===== config.mk =====
export PLATFORM = sky130hd
export DESIGN_NAME = input_debouncer_bank
export DESIGN_NICKNAME = d
export VERILOG_FILES = /design/src/rtl/input_debouncer_bank.sv
export SDC_FILE = /design/constraint.sdc
export NUM_CORES = 1
export LEC_CHECK = 0
export CAP_MARGIN = 5
export CELL_PAD_IN_SITES_DETAIL_PLACEMENT = 1
export CELL_PAD_IN_SITES_GLOBAL_PLACEMENT = 2
export CORE_MARGIN = 8
export CORE_UTILIZATION = 30
export DETAILED_ROUTE_END_ITERATION = 16
export HOLD_SLACK_MARGIN = 0.06
export PLACE_DENSITY_LB_ADDON = 0.1
export REMOVE_ABC_BUFFERS = 1
export SLEW_MARGIN = 10
export SYNTH_ARGS = -nofsm -noshare
export SYNTH_HDL_FRONTEND = slang
export SYNTH_SLANG_ARGS = --single-unit

===== constraint.sdc =====
create_clock -name clk_i -period 2.15 [get_ports clk_i]
set_clock_uncertainty 0.15 [all_clocks]
set_input_delay 0.43 -clock clk_i [delete_from_list [all_inputs] [get_ports clk_i]]
set_output_delay 0.43 -clock clk_i [all_outputs]
set_load 0.02 [all_outputs]

===== src/rtl/input_debouncer_bank.sv =====
// input_debouncer_bank: N independent counter debouncers with registered rise/fall pulses.
// Define INPUT_DEBOUNCER_REPEAT_EN to build the per-channel auto-repeat counters.
module input_debouncer_bank #(
  parameter int N         = 8,
  parameter int DIV       = 25000,
  parameter int CW        = 16,
  parameter int REP_DELAY = 12500000,
  parameter int REP_RATE  = 2500000
) (
  input  logic         clk_i,
  input  logic         rst_ni,
  input  logic [N-1:0] load_i,
  input  logic [N-1:0] data_i,
  input  logic [N-1:0] btn_i,
  output logic [N-1:0] q_o,
  output logic [N-1:0] rise_o,
  output logic [N-1:0] fall_o,
  output logic [N-1:0] rpt_o,
  output logic         any_edge_o
);

  localparam logic [CW-1:0] DV = (DIV == 0) ? '0 : CW'(DIV - 1);
`ifdef INPUT_DEBOUNCER_REPEAT_EN
  localparam logic [CW-1:0] RD = (REP_DELAY == 0) ? '0 : CW'(REP_DELAY - 1);
  localparam logic [CW-1:0] RR = (REP_RATE == 0) ? '0 : CW'(REP_RATE - 1);
`endif

  logic [N-1:0] rise_next;
  logic [N-1:0] fall_next;
  logic         any_edge_q;

  genvar gi;
  generate
    for (gi = 0; gi < N; gi++) begin : g_ch
      logic [CW-1:0] cnt_q, cnt_d;
      logic          q_q, q_d;
      logic          rise_q, rise_d;
      logic          fall_q, fall_d;

      // Load beats agreement, agreement beats countdown; a toggle fires only from cnt==0.
      always_comb begin
        cnt_d  = cnt_q;
        q_d    = q_q;
        rise_d = 1'b0;
        fall_d = 1'b0;
        if (load_i[gi]) begin
          q_d   = data_i[gi];
          cnt_d = DV;
        end else if (btn_i[gi] == q_q) begin
          cnt_d = DV;
        end else if (cnt_q == '0) begin
          q_d    = ~q_q;
          rise_d = ~q_q;
          fall_d = q_q;
        end else begin
          cnt_d = cnt_q - 1'b1;
        end
      end

      always_ff @(posedge clk_i or negedge rst_ni) begin
        if (!rst_ni) begin
          cnt_q  <= DV;
          q_q    <= 1'b0;
          rise_q <= 1'b0;
          fall_q <= 1'b0;
        end else begin
          cnt_q  <= cnt_d;
          q_q    <= q_d;
          rise_q <= rise_d;
          fall_q <= fall_d;
        end
      end

      assign q_o[gi]       = q_q;
      assign rise_o[gi]    = rise_q;
      assign fall_o[gi]    = fall_q;
      assign rise_next[gi] = rise_d;
      assign fall_next[gi] = fall_d;

`ifdef INPUT_DEBOUNCER_REPEAT_EN
      logic [CW-1:0] rcnt_q, rcnt_d;
      logic          ract_q, ract_d;
      logic          rpt_q, rpt_d;

      // Armed by the debounced press; any release, low level or load drops back to idle.
      always_comb begin
        rcnt_d = rcnt_q;
        ract_d = ract_q;
        rpt_d  = 1'b0;
        if (rise_d) begin
          ract_d = 1'b1;
          rcnt_d = RD;
        end else if (load_i[gi] || !q_q || !btn_i[gi]) begin
          ract_d = 1'b0;
        end else if (ract_q) begin
          if (rcnt_q == '0) begin
            rpt_d  = 1'b1;
            rcnt_d = RR;
          end else begin
            rcnt_d = rcnt_q - 1'b1;
          end
        end
      end

      always_ff @(posedge clk_i or negedge rst_ni) begin
        if (!rst_ni) begin
          rcnt_q <= '0;
          ract_q <= 1'b0;
          rpt_q  <= 1'b0;
        end else begin
          rcnt_q <= rcnt_d;
          ract_q <= ract_d;
          rpt_q  <= rpt_d;
        end
      end

      assign rpt_o[gi] = rpt_q;
`else
      assign rpt_o[gi] = 1'b0;
`endif
    end
  endgenerate

  always_ff @(posedge clk_i or negedge rst_ni) begin
    if (!rst_ni) begin
      any_edge_q <= 1'b0;
    end else begin
      any_edge_q <= |(rise_next | fall_next);
    end
  end

  assign any_edge_o = any_edge_q;

endmodule


; After elaboration in Yosys (flattened, before gate mapping)
; Cells that the tools add are included.
[word_totals]
ff_bits = 153
input_bits = 26
output_inout_bits = 33
wordCells = 195
[op_classes]
n_addsub = 8
n_eq_ne = 24
muxes = 96
bitwise = 9
reduce_logical = 25
[ops]
columns = operator, count
row1 = 16-bit 2-to-1 mux, 24
row2 = 16-bit zero test, 8
row3 = 16-bit by 1-bit subtractor with 16-bit output (second input constant), 8
row4 = 1-bit 2-to-1 mux, 72
row5 = 3-bit != test (second input constant), 8
row6 = 2-bit != test (second input constant), 8
row7 = 2-bit AND reduction, 8
row8 = 2-bit nonzero test, 8
row9 = 1-bit == test, 8
row10 = 1-bit inverter, 8
row11 = 8-bit bitwise OR, 1
row12 = 8-bit OR reduction, 1

; Depth between registers and ports, before layout
[depth]
word_depth = 6
depth_mapped = 9
depth_no_buf = 7

; Worst setup path after synthesis
; OpenSTA, ideal clock, no wires.
[synth_path]
path_kind = register to register
startpoint = register g_ch[3].cnt_q[4]
endpoint = register g_ch[3].cnt_q[11]
setup_time_ns = 0.078
t_arrival_ns = 2.157
t_required_ns = 1.922
slack_ns = -0.234
stages_incl_launch_ff = 7
n_path_buf = 2
period_less_slack_ns = 2.384
cell_sequence = dfrtp_1 or4_1 buf_2 or4_1 buf_2 or4_1 a21oi_1
[synth_between]
elab_chain_cells = 4
elab_cells_between_ends = 6
cone_classes = add/sub: 1 / eq/ne: 1 / mux: 3 / reduce/logical: 1
[synth_rtl]
columns = element, line
row1 = from (decl), 35  ; logic [CW-1:0] cnt_q, cnt_d;
row2 = from (signal assigned), 67  ; cnt_q <= cnt_d;
row3 = 16-bit by 1-bit subtractor with 16-bit output, 56  ; cnt_d = cnt_q - 1'b1;
row4 = 16-bit 2-to-1 mux, 51  ; end else if (cnt_q == '0) begin
row5 = 16-bit 2-to-1 mux, 49  ; end else if (btn_i[gi] == q_q) begin
row6 = 16-bit 2-to-1 mux, 46  ; if (load_i[gi]) begin
; Parallel ways exist; a longest one is shown, timed or not. The select of a mux whose other input is x is not followed.
; A chain may end at the register's enable or synchronous reset.

; Worst setup path in the final report
[layout_path]
startpoint = register g_ch[3].cnt_q[6]
endpoint = register g_ch[3].cnt_q[11]
; Same word-level chain as after synthesis.

==> impl_metrics.py <==
metrics = {
    "sta": {
        "finalCritPeriodShare_pct": 107,
        "whs_ns": 0.319,
        "setup_violations": 17,
        "hold_viol": 0,
        "relSlewSlack_pct": 63.8,
        "timing.final.crit_period_ns": 2.31,
        "rsz0062_at_grt": "true",
        "drv_slew": 0,
        "layout_setup_ws_ns": -0.155,
        "worstMarginPinSlew_ns": 0.542,
        "clock.fmax_ghz": 0.434,
    },
    "place": {
        "dp_hpwl_microns": 15500,
        "port_buffers": 50,
        "place_area_sq_um": 9610,
        "gp_congestion": 0.832,
    },
    "pwr": {
        "sw_frac_of_total_pct": 26.1,
        "pwr-share-comb_pct": 7.8,
        "irDropWorstVdd_uv": 556,
        "switchingPower_uw": 1680,
        "leakage_uw": 0.00428,
        "p_int_uw": 4760,
        "pwr-share-clk_pct": 46.0,
        "power_density_nw_per_um2": 611,
        "seqPwrFrac_pct": 46.2,
    },
    "global_routing": {
        "grt_pass1_vias": 7237,
        "grt_util_all_layers_pct": 13.6,
        "grt_pass1_wl_microns": 36600,
        "grt.overflow.total": 0,
        "antenna_found_initial": 0,
        "grt_max_degree": 65,
    },
    "hold_path": {
        "hold_class": "in -> async",
    },
    "layout": {
        "finish.instance_area_sq_um": 10500,
        "diodes": 0,
        "area_growth_pct": 30.1,
        "layout_common_cells": "buf_4 (115), dfrtp_1 (89), nor2_1 (85)",
        "layout-drive-gt1-share_pct": 27.7,
        "fin_nets": 1017,
        "mostFrequentLayoutCell": "buf_4",
    },
    "logic_synthesis": {
        "synth_top_area_cell": "dfrtp_1",
        "synth_top_area_share_pct": 27.5,
        "syn_area_sq_um": 8100,
        "postSynthCellCount": 836,
        "ys_ff_latch": 153,
        "synth_top_flop_cell": "dfrtp_1",
        "syn_avg_cell_area_sq_um": 9.69,
        "async_flop_share_pct": 100,
        "ys_warn_count": 0,
        "synthDistinctLibCells": 50,
        "synth_seq_area_share_pct": 48.2,
        "synth-edff-count": 0,
        "synthTopCellsByArea": "dfrtp_1 (27%), dfstp_2 (21%), xor2_1 (6.6%)",
    },
    "floorplan": {
        "fp.coreArea_sq_um": 26700,
        "ios": 59,
        "die_w_microns": 180,
        "die_area_sq_um": 32500,
        "row_count": 60,
        "die_h_microns": 180,
        "start_util_pct": 30.3,
    },
    "critical_path": {
        "cp.required_ns": 2.36,
        "r2r_cells": 4,
        "end_kind": "flop",
        "arrival_ns": 2.52,
        "crit_type": "reg -> reg",
        "reg2reg_from": "g_ch[3].cnt_q[6]",
        "crit_start": "g_ch[3].cnt_q[6]",
        "r2r_end": "g_ch[3].cnt_q[11]",
        "slowest_delay_ns": 0.54,
        "worst-path-max-fanout": 7,
        "r2r_slack_ns": -0.16,
        "worstPathCellList": "or4_4, or4_4, or4_4, a21oi_2",
        "crit_path_frequent_cell": "or4_4",
        "start_kind": "flop",
        "cpMaxStageDelayCell": "or4_4",
        "crit_family": "simple AND/OR/NAND/NOR gates",
        "critPathBufInv": 0,
    },
    "route": {
        "drt_iter0_markers": 277,
        "routedWlPerCell_microns": 16.3,
        "drc": 0,
        "dr.pass1.iters": 4,
        "routed_wl_microns": 21700,
        "final_antenna_net_count": 0,
        "vias_per_cell": 4.95,
        "vias": 6580,
    },
    "clock_tree": {
        "h-tree-depth": 4,
        "cts_made_buffers": 17,
        "cts_tree": "done",
        "clk_latency_ns": 0.43,
        "clockBufferDepth": 2,
        "ctsRootBufferMaster": "clkbuf_16",
        "clkTransAtPathRegs_ns": 0.07,
        "cts.sinks": 153,
    },
    "job": {
        "maxCapViolCount": 0,
    },
    "status": {
        "status": "finished, violations left",
        "violations": "setup timing",
    },
}
==> per-layer routing <==
layer  routed length [microns]  track usage (%)  vias to the layer above
li1                          -                -                     3164
met1                     10100             16.6                     3333
met2                     10800             23.3                       64
met3                       555             3.29                       19
met4                       248             4.13                        0
met5                         0                0                        -
==> cells in the mapped netlist, drive strengths merged, types with 4 or more instances <==
cell type  instances
nand2b            12
nor4b              9
a21oi             17
nand2             75
or3               14
inv               23
mux2i             10
nor2b             15
nand4             17
clkbuf            20
xor2              61
dfrtp             89
and2               9
nand3b             6
nor3b              4
o211ai            14
nand3             31
dfstp             64
o31ai             10
nor3              39
nor4              29
o21ai             27
buf               41
nor2              86
ha                15
xnor2             35
or4               20
and3               8
nand4b            17
==> cells by family after synthesis <==
group	synth area share [%]
and+or+nand+nor	26.2
DFF	48.2
xor gates and xnor gates	10.4
buffers and inverters	5.40
AOI/OAI and AO/OA	6.21
adders and majority gates	2.32
muxes	1.24
other	0.0463
==> area by class of cell <==
| type | instances | area (sq um) |
|---|---|---|
| Sequential cell | 153 | 3910 |
| Clock buffer | 17 | 425 |
| Timing Repair Buffer | 175 | 1500 |
| Multi-Input combinational cell | 606 | 4060 |
| Fill cell | 2991 | 16200 |
| Inverter | 23 | 86.3 |
| Tap cell | 341 | 427 |
| Clock inverter | 15 | 141 |
==> power by group through the flow <==
stage	sequential (uW)	clock [uW]	combinational, uW
6_report	2980	2960	502
5_1_grt	2990	3190	568
3_5_place_dp	3030	0	504
3_3_place_gp	3030	0	487
2_1_floorplan	3040	0	183
4_1_cts	2980	3070	508
==> registers in the layout, indices dropped and copies added (netlist names) <==
signal       cells
g_ch.cnt_q     128
g_ch.fall_q      8
g_ch.q_q         8
g_ch.rise_q      8
any_edge_o       1
==> stage by stage <==
step	TNS (ns)	total power (uW)	util [%]	cells	setup slack, ns
global placement	-2.01	3520	36.0	1288	-0.178
global route	-3.31	6750	39.5	1330	-0.199
detailed placement	-2.61	3540	36.0	1288	-0.211
finish	-1.37	6450	39.5	1330	-0.155
CTS	-1.79	6560	38.4	1321	-0.159
floorplan	-4.03	3220	-	782	-0.238
==> how the worst max path moves through the flow <==
stage	to	cells after the start	slack (ns)
after CTS	g_ch[3].cnt_q[11]	5	-0.16
after detailed placement	g_ch[3].cnt_q[12]	7	-0.21
after global placement	g_ch[3].cnt_q[0]	7	-0.18
final	g_ch[3].cnt_q[11]	4	-0.16
after global routing	g_ch[3].cnt_q[12]	7	-0.20
after floorplan	g_ch[3].cnt_q[11]	4	-0.24
==> what timing repair did <==
item	CTS	global route
hold buffers	1	0
pin swaps	12	19
hold endpoints to repair	27	0
endpoints found under the setup margin	26	53
cloned	0	1
setup buffers	0	9
gates resized for setup	16	55
==> worst register-to-register path: cells and delay by family, from the launching register on <==
kind | cells | cell delay (ns)
AO/OA/AOI/OAI | 1 | 0.14
flip-flops | 1 | 0.39
AND/OR/NAND/NOR | 3 | 1.58
Power figures use the tool's default switching activity.
